## src/rtl/tpu_pkg.sv

```systemverilog
// Shared constants and FSM state encoding for the 4x4 signed matrix-multiply engine.
package tpu_pkg;
  localparam int DIM      = 4;
  localparam int DATA_W   = 8;
  localparam int ACC_W    = 18;
  localparam int FM_DEPTH = 32;
  localparam int WM_DEPTH = 16;

  typedef enum logic [1:0] {
    IDLE,
    COMPUTE,
    DONE
  } state_t;
endpackage

```

## src/rtl/tpu_dot4.sv

```systemverilog
// Combinational 4-lane signed 8x8 dot product, 18-bit result (cannot overflow).
module tpu_dot4
  import tpu_pkg::*;
(
  input  logic [DIM*DATA_W-1:0]    i_a,
  input  logic [DIM*DATA_W-1:0]    i_b,
  output logic signed [ACC_W-1:0]  o_dot
);

  logic signed [2*DATA_W-1:0] w_prod [DIM];

  always_comb begin
    o_dot  = '0;
    w_prod = '{default: '0};
    for (int k = 0; k < DIM; k++) begin
      w_prod[k] = $signed({{DATA_W{i_a[k*DATA_W+DATA_W-1]}}, i_a[k*DATA_W +: DATA_W]}) *
                  $signed({{DATA_W{i_b[k*DATA_W+DATA_W-1]}}, i_b[k*DATA_W +: DATA_W]});
      o_dot = o_dot + $signed({{(ACC_W-2*DATA_W){w_prod[k][2*DATA_W-1]}}, w_prod[k]});
    end
  end

endmodule

```

## src/rtl/tpu_core.sv

```systemverilog
// 4x4 signed matrix multiply C = A*W, one element per cycle, results stored at feature memory 16..31.
// Build option TPU_CORE_RELU_EN: ReLU activation after saturation (identity when undefined).
module tpu_core
  import tpu_pkg::*;
#(
  parameter int QSHIFT = 0
) (
  input  logic              clk,
  input  logic              rst,
  input  logic [DATA_W-1:0] port_A,
  input  logic [DATA_W-1:0] port_W,
  input  logic              write_enable_A,
  input  logic              write_enable_W,
  input  logic              startSignal,
  output logic [DATA_W-1:0] port_O,
  output logic              done
);

  localparam logic signed [ACC_W-1:0] SAT_MAX = 18'sd127;
  localparam logic signed [ACC_W-1:0] SAT_MIN = -18'sd128;

  logic [DATA_W-1:0] r_fm [FM_DEPTH];
  logic [DATA_W-1:0] r_wm [WM_DEPTH];
  logic [3:0]        r_ptr_a;
  logic [3:0]        r_ptr_w;
  logic [3:0]        r_idx;
  logic              r_start_q;
  state_t            r_state;
  state_t            w_state_nxt;

  logic                    w_start_edge;
  logic [DIM*DATA_W-1:0]   w_row;
  logic [DIM*DATA_W-1:0]   w_col;
  logic signed [ACC_W-1:0] w_dot;
  logic signed [ACC_W-1:0] w_shift;
  logic [DATA_W-1:0]       w_q;

  assign w_start_edge = startSignal & ~r_start_q;

  // Row r of A and column c of W for the element currently addressed by r_idx.
  always_comb begin
    w_row = '0;
    w_col = '0;
    for (int k = 0; k < DIM; k++) begin
      w_row[k*DATA_W +: DATA_W] = r_fm[{1'b0, r_idx[3:2], 2'(k)}];
      w_col[k*DATA_W +: DATA_W] = r_wm[{2'(k), r_idx[1:0]}];
    end
  end

  tpu_dot4 u_dot4 (
    .i_a   (w_row),
    .i_b   (w_col),
    .o_dot (w_dot)
  );

  assign w_shift = w_dot >>> QSHIFT;

  always_comb begin
    if (w_shift > SAT_MAX) begin
      w_q = 8'h7f;
    end else if (w_shift < SAT_MIN) begin
      w_q = 8'h80;
    end else begin
      w_q = w_shift[DATA_W-1:0];
    end
`ifdef TPU_CORE_RELU_EN
    if (w_q[DATA_W-1]) begin
      w_q = '0;
    end
`endif
  end

  always_comb begin
    w_state_nxt = r_state;
    case (r_state)
      IDLE:    if (w_start_edge) w_state_nxt = COMPUTE;
      COMPUTE: if (r_idx == 4'd15) w_state_nxt = DONE;
      DONE:    w_state_nxt = IDLE;
      default: w_state_nxt = IDLE;
    endcase
  end

  always_ff @(posedge clk or posedge rst) begin
    if (rst) begin
      r_state   <= IDLE;
      r_idx     <= '0;
      r_ptr_a   <= '0;
      r_ptr_w   <= '0;
      r_start_q <= 1'b0;
      port_O    <= '0;
      done      <= 1'b0;
      for (int i = 0; i < FM_DEPTH; i++) r_fm[i] <= '0;
      for (int i = 0; i < WM_DEPTH; i++) r_wm[i] <= '0;
    end else begin
      r_state   <= w_state_nxt;
      r_start_q <= startSignal;
      done      <= (r_state == DONE);
      if (r_state == IDLE) begin
        r_idx <= '0;
        if (write_enable_A) begin
          r_fm[{1'b0, r_ptr_a}] <= port_A;
          r_ptr_a               <= r_ptr_a + 4'd1;
        end
        if (write_enable_W) begin
          r_wm[r_ptr_w] <= port_W;
          r_ptr_w       <= r_ptr_w + 4'd1;
        end
      end else if (r_state == COMPUTE) begin
        r_fm[{1'b1, r_idx}] <= w_q;
        port_O              <= w_q;
        r_idx               <= r_idx + 4'd1;
      end
    end
  end

endmodule

```

## config.mk

```make
export PLATFORM = sky130hd
export DESIGN_NAME = tpu_core
export DESIGN_NICKNAME = d
export VERILOG_FILES = /design/src/rtl/tpu_pkg.sv /design/src/rtl/tpu_dot4.sv /design/src/rtl/tpu_core.sv
export SDC_FILE = /design/constraint.sdc
export NUM_CORES = 1
export LEC_CHECK = 0
export CELL_PAD_IN_SITES_DETAIL_PLACEMENT = 1
export CELL_PAD_IN_SITES_GLOBAL_PLACEMENT = 1
export CORE_UTILIZATION = 45
export DETAILED_ROUTE_END_ITERATION = 10
export GPL_TIMING_DRIVEN = 0
export PLACE_DENSITY_LB_ADDON = 0.1
export SYNTH_ARGS = -nofsm -noshare
export SYNTH_HDL_FRONTEND = slang
export SYNTH_HIERARCHICAL = 1
export SYNTH_SLANG_ARGS = --single-unit
export TNS_END_PERCENT = 10
```

## constraint.sdc

```tcl
create_clock -name clk -period 11.6 [get_ports clk]
set_clock_uncertainty 0.2 [all_clocks]
set_input_delay 1.16 -clock clk [delete_from_list [all_inputs] [get_ports clk]]
set_output_delay 1.16 -clock clk [all_outputs]
set_load 0.01 [all_outputs]
```

==> results of run 1 <==
==> per-stage QoR <==
stage                     setup slack, ns  instances  cell area [um^2]
after floorplan                      2.52       1883             23400
after CTS                            1.68       2646             25600
after global routing                 1.28       2646             25600
after global placement             -0.834       2592             24600
final                                1.76       2647             25600
after detailed placement             1.67       2594             24700
==> layer usage <==
metal,vias to the layer above,part of all wire,global-route usage
met5,-,0,0
met4,0,0.020,0.0522
met3,77,0.031,0.0234
met2,163,0.49,0.396
met1,7551,0.46,0.333
li1,6137,-,-
==> how the worst max path moves through the flow <==
stage	from	to	slack, ns
2_1_floorplan	rst	done$_DFF_PP0_	2.52
3_3_place_gp	rst	r_fm[244]$_DFFE_PP0P_	-0.83
3_5_place_dp	r_idx[3]$_DFFE_PP0P_	port_O[2]$_DFFE_PP0P_	1.67
4_1_cts	r_idx[3]$_DFFE_PP0P_	port_O[2]$_DFFE_PP0P_	1.68
5_1_grt	r_idx[1]$_DFFE_PP0P_	port_O[2]$_DFFE_PP0P_	1.28
6_report	r_idx[3]$_DFFE_PP0P_	port_O[4]$_DFFE_PP0P_	1.76
==> Yosys cell counts, drive strengths merged <==
| library cell | number | share of area |
|---|---|---|
| nor3 | 1 | 0.00021 |
| dfrtp | 280 | 0.30 |
| xor2 | 6 | 0.0022 |
| or4b | 1 | 0.00043 |
| xnor2 | 29 | 0.011 |
| nand3 | 31 | 0.014 |
| a21o | 5 | 0.0016 |
| or2 | 1 | 0.00027 |
| a21oi | 16 | 0.0034 |
| nand4 | 5 | 0.0013 |
| nor4 | 2 | 0.00053 |
| a211oi | 2 | 0.00085 |
| and3b | 1 | 0.00037 |
| a32oi | 7 | 0.0026 |
| nor2b | 16 | 0.0043 |
| clkbuf | 31 | 0.0050 |
| nand2b | 14 | 0.0037 |
| a31o | 1 | 0.00037 |
| mux4 | 64 | 0.061 |
| nor3b | 4 | 0.0018 |
| o21a | 3 | 0.00096 |
| and4 | 4 | 0.0015 |
| o31ai | 1 | 0.00032 |
| o21ai | 11 | 0.0023 |
| a31oi | 3 | 0.0014 |
| and2 | 149 | 0.040 |
| nand2 | 93 | 0.015 |
| ha | 106 | 0.057 |
| mux2 | 259 | 0.12 |
| o211ai | 1 | 0.00032 |
| buf | 23 | 0.0063 |
| or4 | 1 | 0.00032 |
| o211a | 1 | 0.00043 |
| and3 | 1 | 0.00027 |
| a311oi | 1 | 0.00064 |
| nand4b | 1 | 0.00037 |
| inv | 364 | 0.058 |
| nor2 | 24 | 0.0039 |
| fa | 318 | 0.27 |
| a22o | 2 | 0.00075 |
==> kinds of logic after synthesis <==
| group | after synthesis |
|---|---|
| buf+inv | 418 |
| flops | 280 |
| compound gates | 54 |
| xor+xnor | 35 |
| fa+ha+maj | 424 |
| simple gates | 349 |
| mux | 323 |
==> area by class of cell <==
type | instances | area, um^2
tap | 680 | 851
inverter | 364 | 1370
sequential | 280 | 7010
timing repair buffer | 31 | 345
clock buffer | 45 | 878
multi-input combinational | 1185 | 14800
antenna | 1 | 2.50
buffer | 54 | 264
clock inverter | 7 | 67.6
fill | 5349 | 25800
==> registers in the layout, summed over array words and instances, names as in the netlist <==
register	count
port_O	8
r_ptr_a	4
done	1
r_idx	4
r_wm	128
r_fm	128
r_state	2
r_ptr_w	4
r_start_q	1
==> cell usage in the layout (no fill, tap or decap), types with 5 or more instances in the layout <==
master and n:
nand3_2 23, a21oi_1 16, buf_2 15, a32oi_1 7
and2_1 149, nand3_4 5, nand2b_1 14, nor2b_1 16
a21o_1 5, ha_1 106, clkbuf_8 5, nand4_1 5
nor2_1 23, clkbuf_16 31, inv_1 363, nand2_1 93
xnor2_1 29, clkdlybuf4s50_1 29, dfrtp_1 280, fa_1 318
mux2_2 254, xor2_1 6, clkbuf_1 40, mux4_2 64
o21ai_0 8
==> results_dict.tcl, run 1 <==
set metrics [dict create \
    synth_area_per_cell_um2 12.5 \
    core_um2 51400 \
    drt-wirelength-per-cell_um 22.3 \
    status "completed" \
    cp.arrival_ns 10.14 \
    ios 30 \
    cp-start-kind "flip-flop" \
    reg2reg_to "port_O[4]$_DFFE_PP0P_" \
    critPathTopFamily "adder cells" \
    reg2reg_from "r_idx[3]$_DFFE_PP0P_" \
    utilization 0.498 \
    synth-seq-cells 280 \
    yosysSeqAreaShare 0.299 \
    drtPass1Iterations 6 \
    area_growth_pct 9.18 \
    cts.path.max_buffers 3 \
    path_depth 28 \
    synth_compound_area_frac 0.0161 \
    worst_r2r_path_depth 28 \
    die_y_um 230 \
    synthCells 1883 \
    ys_warn_count 6 \
    cpMaxStageDelayCell "fa_1" \
    synth_top_family_by_area "adder cells" \
    rsz0062_at_grt "false" \
    grt_pass1_wl_um 95100 \
    critPathMostFrequentCell "fa_1" \
    drtAntennaViolNets 0 \
    timing.final.crit_share 0.848 \
    clkTransAtPathRegs_ns 0.06 \
    first_iter_violations 523 \
    synthMuxAreaShare 0.186 \
    layout-drive-gt1-share 0.215 \
    slew_viol_final 0 \
    finalSetupViolCount 0 \
    fp.dieArea_um2 53000 \
    end_kind "flip-flop" \
    whs_path_depth 1 \
    slew_headroom 0.419 \
    period_minus_slack_ns 9.84 \
    finalWeightedCongestion 0.806 \
    h-tree-depth 1 \
    slowest_delay_ns 0.67 \
    hpwl_um 47500 \
    post_cts_buffers 0 \
    fmax_mhz 102 \
    worstPathMaxFanout 10 \
    cts_tree "done" \
    cts-hold-fix-buffers 0 \
    clock_sinks 280 \
    hp-class "flip-flop to flip-flop" \
    drc 0 \
    via_per_inst 5.26 \
    cts_resized 0 \
    numCtsBuffers 31 \
    critPathKind "flip-flop to flip-flop" \
    root_buffer "clkbuf_16" \
    min_from "r_wm[63]$_DFFE_PP0P_" \
    maxCapViolations 0 \
    initial_core_util 0.456 \
    antenna_found_initial 1 \
    die_w_um 230 \
    grt_pass1_vias 16400 \
    synthSimpleGateAreaFrac 0.0881 \
    synth-xor-area-share 0.0131 \
    vias 13900 \
    syn_nets 2328 \
    reg2reg_setup_slack_ns 1.76 \
    holdWs_ns 0.295 \
    worstPathRequired_ns 11.89 \
    min_delay_worst_endpoint "r_wm[63]$_DFFE_PP0P_" \
    tightest_slew_ns 0.871 \
    finalSetupTns_ns 0 \
    wl_um 59100 \
    grt_remaining_overflow 0 \
    finalHoldViolations 0 \
    row_count 83 \
    synthAdderAreaFrac 0.328 \
    grt_max_degree 132 \
    cp_num_buf_inv 8 \
    nNetsFinal 2392 \
    grtUsageTotal 0.236 \
    yosysUniqueCellTypes 53 \
    clk_latency_ns 0.59 \
    io_buffers 29 \
    syn_area_um2 23400 \
]
Power of run 1 is not shown: default switching activity piles up to over one toggle a cycle in this logic, so the estimate is an artifact.
==> run 2: changes to the inputs <==
- clock period: 11.6 -> 9.1 ns (I/O delays scaled with it)
==> run 2 against run 1 <==
Effect of this change: sequential share of layout area fell by 0.21 points; register-to-register slack got worse by 1.5 ns; highest routed layer unchanged; die area did not move; critical path depth fell by 3; final cell count rose by 0.19%; cell area rose by 0.78%; critical endpoint is now port_O[0]$_DFFE_PP0P_; via count rose by 0.31%; worst setup slack got worse by 1.5 ns; global-route usage barely moved.
==> results_dict.tcl, run 2 (same netlist as run 1, synthesis figures left out) <==
set metrics [dict create \
    grt_pass1_vias 16400 \
    worst_r2r_path_depth 25 \
    finalSetupTns_ns 0 \
    min_from "r_wm[63]$_DFFE_PP0P_" \
    vias 14000 \
    clock_sinks 280 \
    wl_um 59200 \
    clkTransAtPathRegs_ns 0.06 \
    hp-class "flip-flop to flip-flop" \
    top_layer "met4" \
    drt-wirelength-per-cell_um 22.3 \
    critPathTopFamily "adder cells" \
    finalSetupViolCount 0 \
    row_count 83 \
    fin_area_um2 25800 \
    cp-start-kind "flip-flop" \
    multiInputGateArea_um2 14900 \
    cts_tree "done" \
    area_growth_pct 10.0 \
    dpl_cell_area_um2 24700 \
    layout-drive-gt1-share 0.233 \
    cp.arrival_ns 9.11 \
    fillers 5314 \
    io_buffers 29 \
    antenna_found_initial 0 \
    period_minus_slack_ns 8.81 \
    first_iter_violations 495 \
    drc 0 \
    initial_core_util 0.456 \
    cts.path.max_buffers 3 \
    die_w_um 230 \
    slew_viol_final 0 \
    via_per_inst 5.27 \
    slowest_delay_ns 0.64 \
    reg2reg_to "port_O[0]$_DFFE_PP0P_" \
    dr_wl_met3_um 1680 \
    h-tree-depth 1 \
    grt_max_degree 132 \
    rsz0062_at_grt "false" \
    maxCapViolations 0 \
    finalHoldViolations 0 \
    clk_latency_ns 0.59 \
    reg2reg_from "r_idx[0]$_DFFE_PP0P_" \
    critPathKind "flip-flop to flip-flop" \
    slew_headroom 0.417 \
    numCtsBuffers 31 \
    hpwl_um 47500 \
    ios 30 \
    most-common-layout-cells "inv_1, fa_1, dfrtp_1" \
    reg2reg_setup_slack_ns 0.29 \
    cp_num_buf_inv 6 \
    drtPass1Iterations 4 \
    grtUsageTotal 0.237 \
    core_um2 51400 \
    fp.dieArea_um2 53000 \
    fmax_mhz 114 \
    end_kind "flip-flop" \
    tightest_slew_ns 0.875 \
    timing.final.crit_share 0.968 \
    drtAntennaViolNets 0 \
    worstPathRequired_ns 9.40 \
    final-seq-area_um2 7010 \
    root_buffer "clkbuf_16" \
    critPathMostFrequentCell "fa_1" \
    cpMaxStageDelayCell "mux4_2" \
    met2WireLength_um 28800 \
    wl_met1_um 27500 \
    nNetsFinal 2395 \
    finalWeightedCongestion 0.806 \
    status "completed" \
    min_delay_worst_endpoint "r_wm[63]$_DFFE_PP0P_" \
    grt_pass1_wl_um 95200 \
    grt_remaining_overflow 0 \
    holdWs_ns 0.295 \
    die_y_um 230 \
    top_regs "r_fm x128, r_wm x128, port_O x8" \
    final_common_cell "inv_1" \
    whs_path_depth 1 \
    worstPathMaxFanout 10 \
]
==> run 2: cell types whose count changed in the layout (fill, tap and decap cells not counted), moves of 4 or more <==
cell	delta
buf_2	-6
buf_4	+8
buf_6	+4
clkbuf_1	-9
fa_1	-4
fa_2	+4
nand2_1	-5
nand2_2	+4
==> run 2: worst max-delay path by stage <==
stage                         startpoint  cells past startpoint                    end
finish              r_idx[0]$_DFFE_PP0P_                     25  port_O[0]$_DFFE_PP0P_
global route        r_idx[0]$_DFFE_PP0P_                     26  port_O[0]$_DFFE_PP0P_
CTS                 r_idx[0]$_DFFE_PP0P_                     26  port_O[2]$_DFFE_PP0P_
detailed placement  r_idx[3]$_DFFE_PP0P_                     28  port_O[2]$_DFFE_PP0P_
global placement                     rst                      2  r_fm[244]$_DFFE_PP0P_
floorplan                            rst                      1         done$_DFF_PP0_
==> run 2: worst register-to-register path: stages (launching register included) <==
cell and delay [ns]:
dfrtp_1 0.39, buf_12 0.16, buf_8 0.19, mux4_2 0.64, and2_2 0.33, inv_1 0.10
fa_1 0.45, fa_1 0.52, inv_1 0.06, fa_1 0.58, fa_1 0.47, fa_1 0.56
fa_1 0.45, fa_1 0.50, inv_1 0.05, fa_1 0.49, inv_1 0.05, ha_1 0.34
and3_1 0.24, a31oi_4 0.24, a311oi_2 0.18, or4b_1 0.52, nand3_2 0.11, nand4_1 0.10
or4_4 0.58, a32oi_1 0.22
==> run 2: repair_timing <==
action	in CTS	in global routing
gates resized for setup	22	32
setup endpoints to repair	8	7
hold buffers	0	0
pin swaps	0	2
buffers inserted	1	6
hold endpoints to repair	0	0
==> run 2: final cells by class <==
cell class,instances,share of cell area
tap,680,0.0330
clock buffer,45,0.0340
sequential,280,0.272
multi-input combinational,1185,0.577
inverter,364,0.0532
buffer,50,0.0128
clock inverter,7,0.00262
antenna,3,0.000291
timing repair buffer,38,0.0154
==> run 2: layer usage <==
metal | up-vias | global-route usage
li1 | 6147 | -
met1 | 7584 | 0.334
met2 | 160 | 0.397
met3 | 80 | 0.0234
met4 | 0 | 0.0522
met5 | - | 0
==> run 2: through the flow <==
stage	setup WS, ns	utilization	std cells
4_1_cts	0.00874	0.499	2644
5_1_grt	0.00201	0.502	2649
3_3_place_gp	-3.08	0.478	2592
2_1_floorplan	0.268	-	1883
6_report	0.294	0.502	2652
3_5_place_dp	-0.831	0.480	2594
Power of run 2 is left out for the same reason.
==> run 3: changes to the inputs <==
- clock period: 9.1 -> 9.5 ns (I/O delays scaled with it)
==> run 3 against run 2 <==
Effect of this change: register-to-register slack gained 0.14 ns; core utilization shrank 0.28 points; wire length shrank 0.44%; cell area shrank 0.56%; worst hold slack lost 0.0021 ns; first-iteration DRC count grew 2.2%; worst setup slack gained 0.14 ns; sequential cell count is the same; final cell count shrank 0.23%; clock-buffer cell count is the same; critical path type unchanged; critical endpoint is now port_O[4]$_DFFE_PP0P_; largest cell class unchanged.
==> results_dict.tcl, run 3 (same netlist as run 1, synthesis figures left out) <==
set metrics [dict create \
    grt_remaining_overflow 0 \
    cp.arrival_ns 9.36 \
    grt_pass1_wl_um 95100 \
    clkTransAtPathRegs_ns 0.06 \
    cp-start-kind "flip-flop" \
    fillers 5331 \
    dpl_cell_area_um2 24700 \
    drtAntennaViolNets 0 \
    drtPass1Iterations 4 \
    core_um2 51400 \
    tightest_slew_ns 0.860 \
    row_count 83 \
    critPathMostFrequentCell "fa_1" \
    most-common-layout-cells "inv_1, fa_1, dfrtp_1" \
    utilization 0.499 \
    cts.path.max_buffers 3 \
    fin_area_um2 25700 \
    fmax_mhz 110 \
    numCtsBuffers 31 \
    die_y_um 230 \
    grt_max_degree 132 \
    initial_core_util 0.456 \
    io_buffers 29 \
    cp_num_buf_inv 7 \
    critPathKind "flip-flop to flip-flop" \
    end_kind "flip-flop" \
    timing.final.crit_share 0.954 \
    hpwl_um 47500 \
    period_minus_slack_ns 9.07 \
    vias 13900 \
    first_iter_violations 506 \
    clock_sinks 280 \
    finalWeightedCongestion 0.806 \
    antenna_found_initial 1 \
    cts_tree "done" \
    top_regs "r_fm x128, r_wm x128, port_O x8" \
    clk_latency_ns 0.59 \
    ios 30 \
    root_buffer "clkbuf_16" \
    layout-drive-gt1-share 0.221 \
    rsz0062_at_grt "false" \
    via_per_inst 5.27 \
    grt_pass1_vias 16400 \
    final_common_cell "inv_1" \
    hp-class "flip-flop to flip-flop" \
    fp.dieArea_um2 53000 \
    area_growth_pct 9.42 \
    critPathTopFamily "adder cells" \
    slew_viol_final 0 \
    slew_headroom 0.427 \
    grtUsageTotal 0.236 \
    nNetsFinal 2390 \
    maxCapViolations 0 \
    worstPathRequired_ns 9.79 \
    worstPathMaxFanout 10 \
    die_w_um 230 \
    drt-wirelength-per-cell_um 22.3 \
    drc 0 \
    slowest_delay_ns 0.67 \
    cpMaxStageDelayCell "fa_1" \
    h-tree-depth 1 \
    finalSetupViolCount 0 \
    wl_um 59000 \
    finalHoldViolations 0 \
    status "completed" \
    cts-hold-fix-buffers 0 \
]
==> run 3: final cells by class <==
class                           instances  area [um^2]  share of cell area
Antenna cell                            2         5.00            0.000195
Clock buffer                           45          878              0.0342
Inverter                              364         1370              0.0535
Clock inverter                          7         67.6             0.00263
Tap cell                              680          851              0.0332
Buffer                                 51          297              0.0116
Timing Repair Buffer                   32          353              0.0138
Multi-Input combinational cell       1185        14800               0.578
Sequential cell                       280         7010               0.273
==> run 3: layer usage <==
metal | GRT usage | up-vias | part of all wire
met5 | 0 | - | 0
met4 | 0.0522 | 0 | 0.021
met3 | 0.0234 | 81 | 0.045
met2 | 0.396 | 197 | 0.48
met1 | 0.333 | 7520 | 0.45
li1 | - | 6140 | -
==> run 3: path summary, 6_finish.rpt <==
kind | start | end | slack [ns] | cells past startpoint
max in group asynchronous | rst | r_fm[244]$_DFFE_PP0P_ | 7.56 | 3
max | r_idx[0]$_DFFE_PP0P_ | port_O[4]$_DFFE_PP0P_ | 0.43 | 27
max reg2reg | r_idx[0]$_DFFE_PP0P_ | port_O[4]$_DFFE_PP0P_ | 0.43 | 27
min | r_wm[63]$_DFFE_PP0P_ | r_wm[63]$_DFFE_PP0P_ | 0.29 | 1
min in group asynchronous | rst | r_wm[41]$_DFFE_PP0P_ | 0.55 | 2
min reg2reg | r_wm[63]$_DFFE_PP0P_ | r_wm[63]$_DFFE_PP0P_ | 0.29 | 1
==> run 3: what timing repair did <==
item                       in CTS  in global routing
gates cloned                    0                  0
setup endpoints to repair       7                  7
setup buffers                   0                  1
resized for setup              11                 12
==> run 3: stage by stage <==
step	instances	TNS (ns)	hold WS (ns)	setup WS (ns)
after floorplan	1883	0	0.259	0.628
after global placement	2592	-758.05	0.273	-2.72
after detailed placement	2594	-2.83	0.280	-0.431
after CTS	2645	0	0.294	0.00894
after global routing	2644	0	0.313	0.0710
final	2646	0	0.293	0.433
Power of run 3 is left out for the same reason.
==> RTL edit 1, RTL diff (config.mk and constraints of run 3) <==
Reset style: synchronous (`rst`), changed in one clocked block.
--- a/src/rtl/tpu_core.sv
+++ b/src/rtl/tpu_core.sv
@@ -80,7 +80,7 @@
     endcase
   end
 
-  always_ff @(posedge clk or posedge rst) begin
+  always_ff @(posedge clk) begin
     if (rst) begin
       r_state   <= IDLE;
       r_idx     <= '0;
Function: changed (a bounded check fails within 4 cycles, from zero or initial values and one cycle with rst high; the reset may be asserted at any time).
==> RTL edit 1 against run 3 <==
Sequential cell count rose by 4; setup slack lost 0.053 ns; wire length grew 3.5%; synthesized area down 0.84%; via count rose by 2.1%; utilization increased by 0.49 points; design area fell by 0.63%; critical path type unchanged; largest cell class unchanged.
Power is left out: the tool's default activity adds up to more than one toggle a clock period on the data nets, which glitch-free logic cannot reach.
==> RTL edit 1: results (changes against run 3) <==
* Status: complete, no violations
* Worst path slowest cell: buf_1
* Place WS at -0.515 ns (-0.0830 ns)
* # fillers at 5,298 (-0.62%)
* Overall Global Routing Usage at 24.6% (+0.96 points)
* Post-DP HPWL at 49,200 um (+3.5%)
* CTS Buf Count at 34 (+9.7%)
* Resized Gates After CTS at 8 (-3)
* Clk buf depth at 3 (unchanged)
* CP Data Arrival Time at 9.39 ns (+0.03 ns)
* Synthesized instance count at 1,952 (+3.7%)
* Synth area leaders: edfxtp_1 33%, fa_1 27%, and2_1 7.2%
* Drt pass-1 iters at 5 (+1)
* Final net count at 2,457 (+2.8%)
* Initial DRC Count at 796 (+57%)
* Synth unique cells at 61 (+15%)
* Gpl congestion at 0.808 (+0.29%)
* Vias in the first global route at 16,300 (-0.63%)
* Largest regs: r_fm x128, r_wm x128, port_O x8
* First-pass GRT wire length at 96,600 um (+1.6%)
* IO Port Bufs at 28 (-3.4%)
* DR vias/cell at 5.25 (-0.30%)
* ANT cells at 0 (-2)
* Final core occ at 50.4% (+0.49 points)
* Synth cell count leaders: 375 x inv_1, 318 x fa_1, 268 x and2_1
* Post-synth EDFFs at 256 (+256)
* Largest net degree at the start of global routing at 13 (-90%)
* Placed Instances at 2,652 (+2.2%)
* H-tree level count at 2 (+1)
* Post-synth ARST share at 0% (-100 points)
* Fraction of layout cells with a size suffix above 1 at 9.17% (-13 points)
* Relative slew margins at 25.1% (-18 points)
* Syn Nets at 2,394 (+2.8%)
* DR WL/cell at 22.5 um (+1.0%)
* Post-DP Area at 24,400 um^2 (-1.1%)
* Sequential fraction of the synthesis area at 35.5% (+5.6 points)
* Vias at 14,200 (+2.1%)
* Worst-Skew Late Latency at 0.55 ns (-0.04 ns)
* CP peak stage delay at 0.59 ns (-0.08 ns)
==> RTL edit 1: changes by cell type in the layout (fill, tap and decap cells not counted), sizes merged, moves of 16 or more <==
cell	before	now
dfrtp	280	0
mux2	259	1
edfxtp	0	256
nor2	24	186
and2	149	268
dfxtp	0	28
nand3	31	6
nand2	93	117
nand2b	14	35
or2	1	17
==> RTL edit 1: area by class of cell <==
type | count | share of cell area (%)
plain buffers | 44 | 0.839
clock buffers | 39 | 3.41
clock inverters | 21 | 0.790
inverters | 375 | 5.52
multi-input cells | 1247 | 52.7
flip-flops and latches | 284 | 32.4
well taps | 672 | 3.30
repair buffers | 29 | 1.13
==> RTL edit 1: cells by family after synthesis <==
family	after synthesis	share of synthesized area [%]
compound gates	57	1.60
xor+xnor	35	1.41
fa+ha+maj	421	32.9
buf+inv	421	6.95
flops	284	35.5
mux	68	6.43
simple gates	666	15.2
==> RTL edit 1: worst max-delay path, delay by kind of cell (launching register included) <==
family	cells	cell delay [ns]
flops	1	0.50
mux	1	0.54
buf+inv	5	0.79
compound gates	6	1.55
fa+ha+maj	9	4.51
simple gates	3	0.69
xor+xnor	1	0.23
==> RTL edit 1: path summary, 6_finish.rpt <==
kind,slack (ns),cells after the start,to,start
max,0.38,25,port_O[1]$_SDFFE_PP0N_,register
min,0.26,2,port_O[5]$_SDFFE_PP0N_,port_O[5]$_SDFFE_PP0N_
max reg2reg,0.38,25,port_O[1]$_SDFFE_PP0N_,register
min reg2reg,0.26,2,port_O[5]$_SDFFE_PP0N_,port_O[5]$_SDFFE_PP0N_
==> RTL edit 1: layer usage <==
layer,vias to the layer above,global-route usage (%),wire (um)
li1,6295,-,-
met1,7638,33.4,27300
met2,245,42.9,30700
met3,59,2.47,2120
met4,0,5.04,915
met5,-,0,0
==> RTL edit 2, RTL diff (config.mk and constraints of run 3) <==
Made on the original files. `FM_DEPTH`: 32 -> 16.
--- a/src/rtl/tpu_pkg.sv
+++ b/src/rtl/tpu_pkg.sv
@@ -3,7 +3,7 @@
   localparam int DIM      = 4;
   localparam int DATA_W   = 8;
   localparam int ACC_W    = 18;
-  localparam int FM_DEPTH = 32;
+  localparam int FM_DEPTH = 16;
   localparam int WM_DEPTH = 16;
 
   typedef enum logic [1:0] {
Check against the original RTL: not settled (the Yosys comparison gave no result); the edit may change what the design does.
==> RTL edit 2 against run 3 <==
Wire length down 0.75%; setup slack worse by 0.095 ns; sequential cell count unchanged; worst hold slack worse by 0.0038 ns; count of clock-buffer cells in the layout up 4; design area up 0.80%; synthesized area up 0.43%; global-route usage down 0.16 points; critical path type unchanged.
Power is not shown: default switching activity piles up to over one toggle a cycle in this logic, so the estimate is an artifact.
==> RTL edit 2: results (changes against run 3) <==
* Syn Nets at 2,333 (+0.21%)
* Vias at 13,900 (+0.029%)
* DR WL/cell at 22.0 um (-1.1%)
* Post-synth EDFFs at 0 (unchanged)
* Worst path slowest cell: mux4_2
* Min-Delay Path Class: reg -> reg
* Worst-Skew Late Latency at 0.57 ns (-0.02 ns)
* CTS clk-pin slew, worst paths at 0.06 ns (about the same)
* IO Port Bufs at 29 (unchanged)
* Largest net degree at the start of global routing at 124 (-6.1%)
* CTS Buf Count at 31 (unchanged)
* Post-route DRC at 0 (unchanged)
* Mux cell area share after synthesis at 18.5% (-0.13 points)
* Post-synth ARST share at 100% (unchanged)
* Post-DP HPWL at 47,500 um (-0.16%)
* Maximum fanout along the worst path at 10 (unchanged)
* Sequential fraction of the synthesis area at 29.8% (-0.13 points)
* Gpl congestion at 0.786 (-2.5%)
* Initial DRC Count at 477 (-5.7%)
* Overall Global Routing Usage at 23.5% (-0.16 points)
* H-tree level count at 1 (unchanged)
* Status: complete, no violations
* Largest regs: r_fm x128, r_wm x128, port_O x8
* Drt pass-1 iters at 4 (unchanged)
* CP top delay family: adder cells
* First-pass GRT wire length at 94,500 um (-0.61%)
* Yosys warnings at 6 (unchanged)
* Root Driver: clkbuf_16
* CP peak stage delay at ~0.66 ns
* Synth unique cells at 55 (+3.8%)
* Synth area leaders: dfrtp_1 30%, fa_1 27%, mux2_2 12%
* Vias in the first global route at 16,300 (-0.59%)
* Ys flop type: dfrtp_1
* Fraction of layout cells with a size suffix above 1 at 22.2% (+0.091 points)
* R2R Setup Slk at 0.34 ns (-0.10 ns)
* Compound-cell area share of the yosys netlist at 1.63% (+0.025 points)
* Post-DP Area at 24,800 um^2 (+0.41%)
* Fraction of synthesized cell area in xor and xnor cells at 1.30% (-0.0056 points)
* Adder-Cell Fraction of Synth Area at 32.7% (-0.14 points)
* Initial antenna violation count at 2 (+1)
* Synth cell count leaders: 364 x inv_1, 318 x fa_1, 280 x dfrtp_1
* Clk buf depth at 3 (unchanged)
* Relative slew margins at 41.6% (-1.1 points)
* CP Data Arrival Time at 9.45 ns (+0.09 ns)
* Postcts setup bufs at 0 (unchanged)
* Final net count at 2,395 (+0.21%)
RTL edit 2: cell types whose count changed in the layout (fill, tap and decap cells not counted), moves of 2 or more:
cell / before / now
buf_6: 4 / 7
mux2_2: 254 / 251
bufinv_16: 1 / 3
clkbuf_8: 5 / 9
clkbuf_1: 33 / 31
nand3_2: 23 / 14
nand3_4: 5 / 10
mux2_4: 3 / 0
and4_1: 4 / 8
mux2_1: 2 / 8
RTL edit 2: routing by layer:
layer	vias up	global-route usage (%)	part of all wire, %
li1	6154	-	-
met5	-	0	0
met3	65	2.74	3.9
met1	7574	32.9	46
met2	149	39.2	48
met4	0	5.22	2.1
RTL edit 2: final cells by class:
class | count | area, um^2
Clock inverter | 8 | 123
Fill cell | 5346 | 25600
Multi-Input combinational cell | 1185 | 14900
Inverter | 364 | 1370
Buffer | 57 | 362
Sequential cell | 280 | 7010
Tap cell | 680 | 851
Timing Repair Buffer | 31 | 345
Antenna cell | 1 | 2.50
Clock buffer | 49 | 933
RTL edit 2: path summary, 6_finish.rpt:
check                                 startpoint               endpoint  depth (start not counted)
min                        r_fm[101]$_DFFE_PP0P_  r_fm[101]$_DFFE_PP0P_                          1
max in group asynchronous                    rst   r_fm[44]$_DFFE_PP0P_                          4
min reg2reg                r_fm[101]$_DFFE_PP0P_  r_fm[101]$_DFFE_PP0P_                          1
min in group asynchronous                    rst   r_wm[49]$_DFFE_PP0P_                          2
max reg2reg                 r_idx[0]$_DFFE_PP0P_  port_O[3]$_DFFE_PP0P_                         27
max                         r_idx[0]$_DFFE_PP0P_  port_O[3]$_DFFE_PP0P_                         27
RTL edit 2: per-stage QoR:
step                worst slack, ns  TNS, ns  hold WS (ns)  instances
floorplan                     0.628        0         0.259       1888
global placement              -2.62  -723.38         0.268       2597
detailed placement           -0.274    -1.73         0.281       2599
CTS                          0.0336        0         0.294       2656
global route                0.00107        0         0.308       2654
finish                        0.337        0         0.289       2655
RTL edit 2: worst reg2reg max path, cell delays in order, from the launching register on:
cell and delay, ns:
dfrtp_1 0.39, buf_6 0.21, buf_8 0.20, mux4_2 0.66, and2_1 0.24, fa_2 0.65, inv_1 0.12, fa_1 0.49
fa_1 0.55, inv_1 0.05, fa_1 0.48, fa_1 0.62, fa_1 0.45, fa_1 0.51, inv_1 0.06, fa_1 0.47
inv_1 0.04, ha_1 0.34, a21o_1 0.22, a211oi_1 0.28, o21a_1 0.16, a311oi_2 0.06, or4b_1 0.50, nand3_1 0.12
nand4_1 0.17, or4_4 0.48, buf_6 0.16, a32oi_1 0.19
RTL edit 2: repair_timing:
item | 4_1_cts | 5_1_grt
pin swaps | 0 | 1
endpoints found under the setup margin | 7 | 7
gates resized for setup | 10 | 18
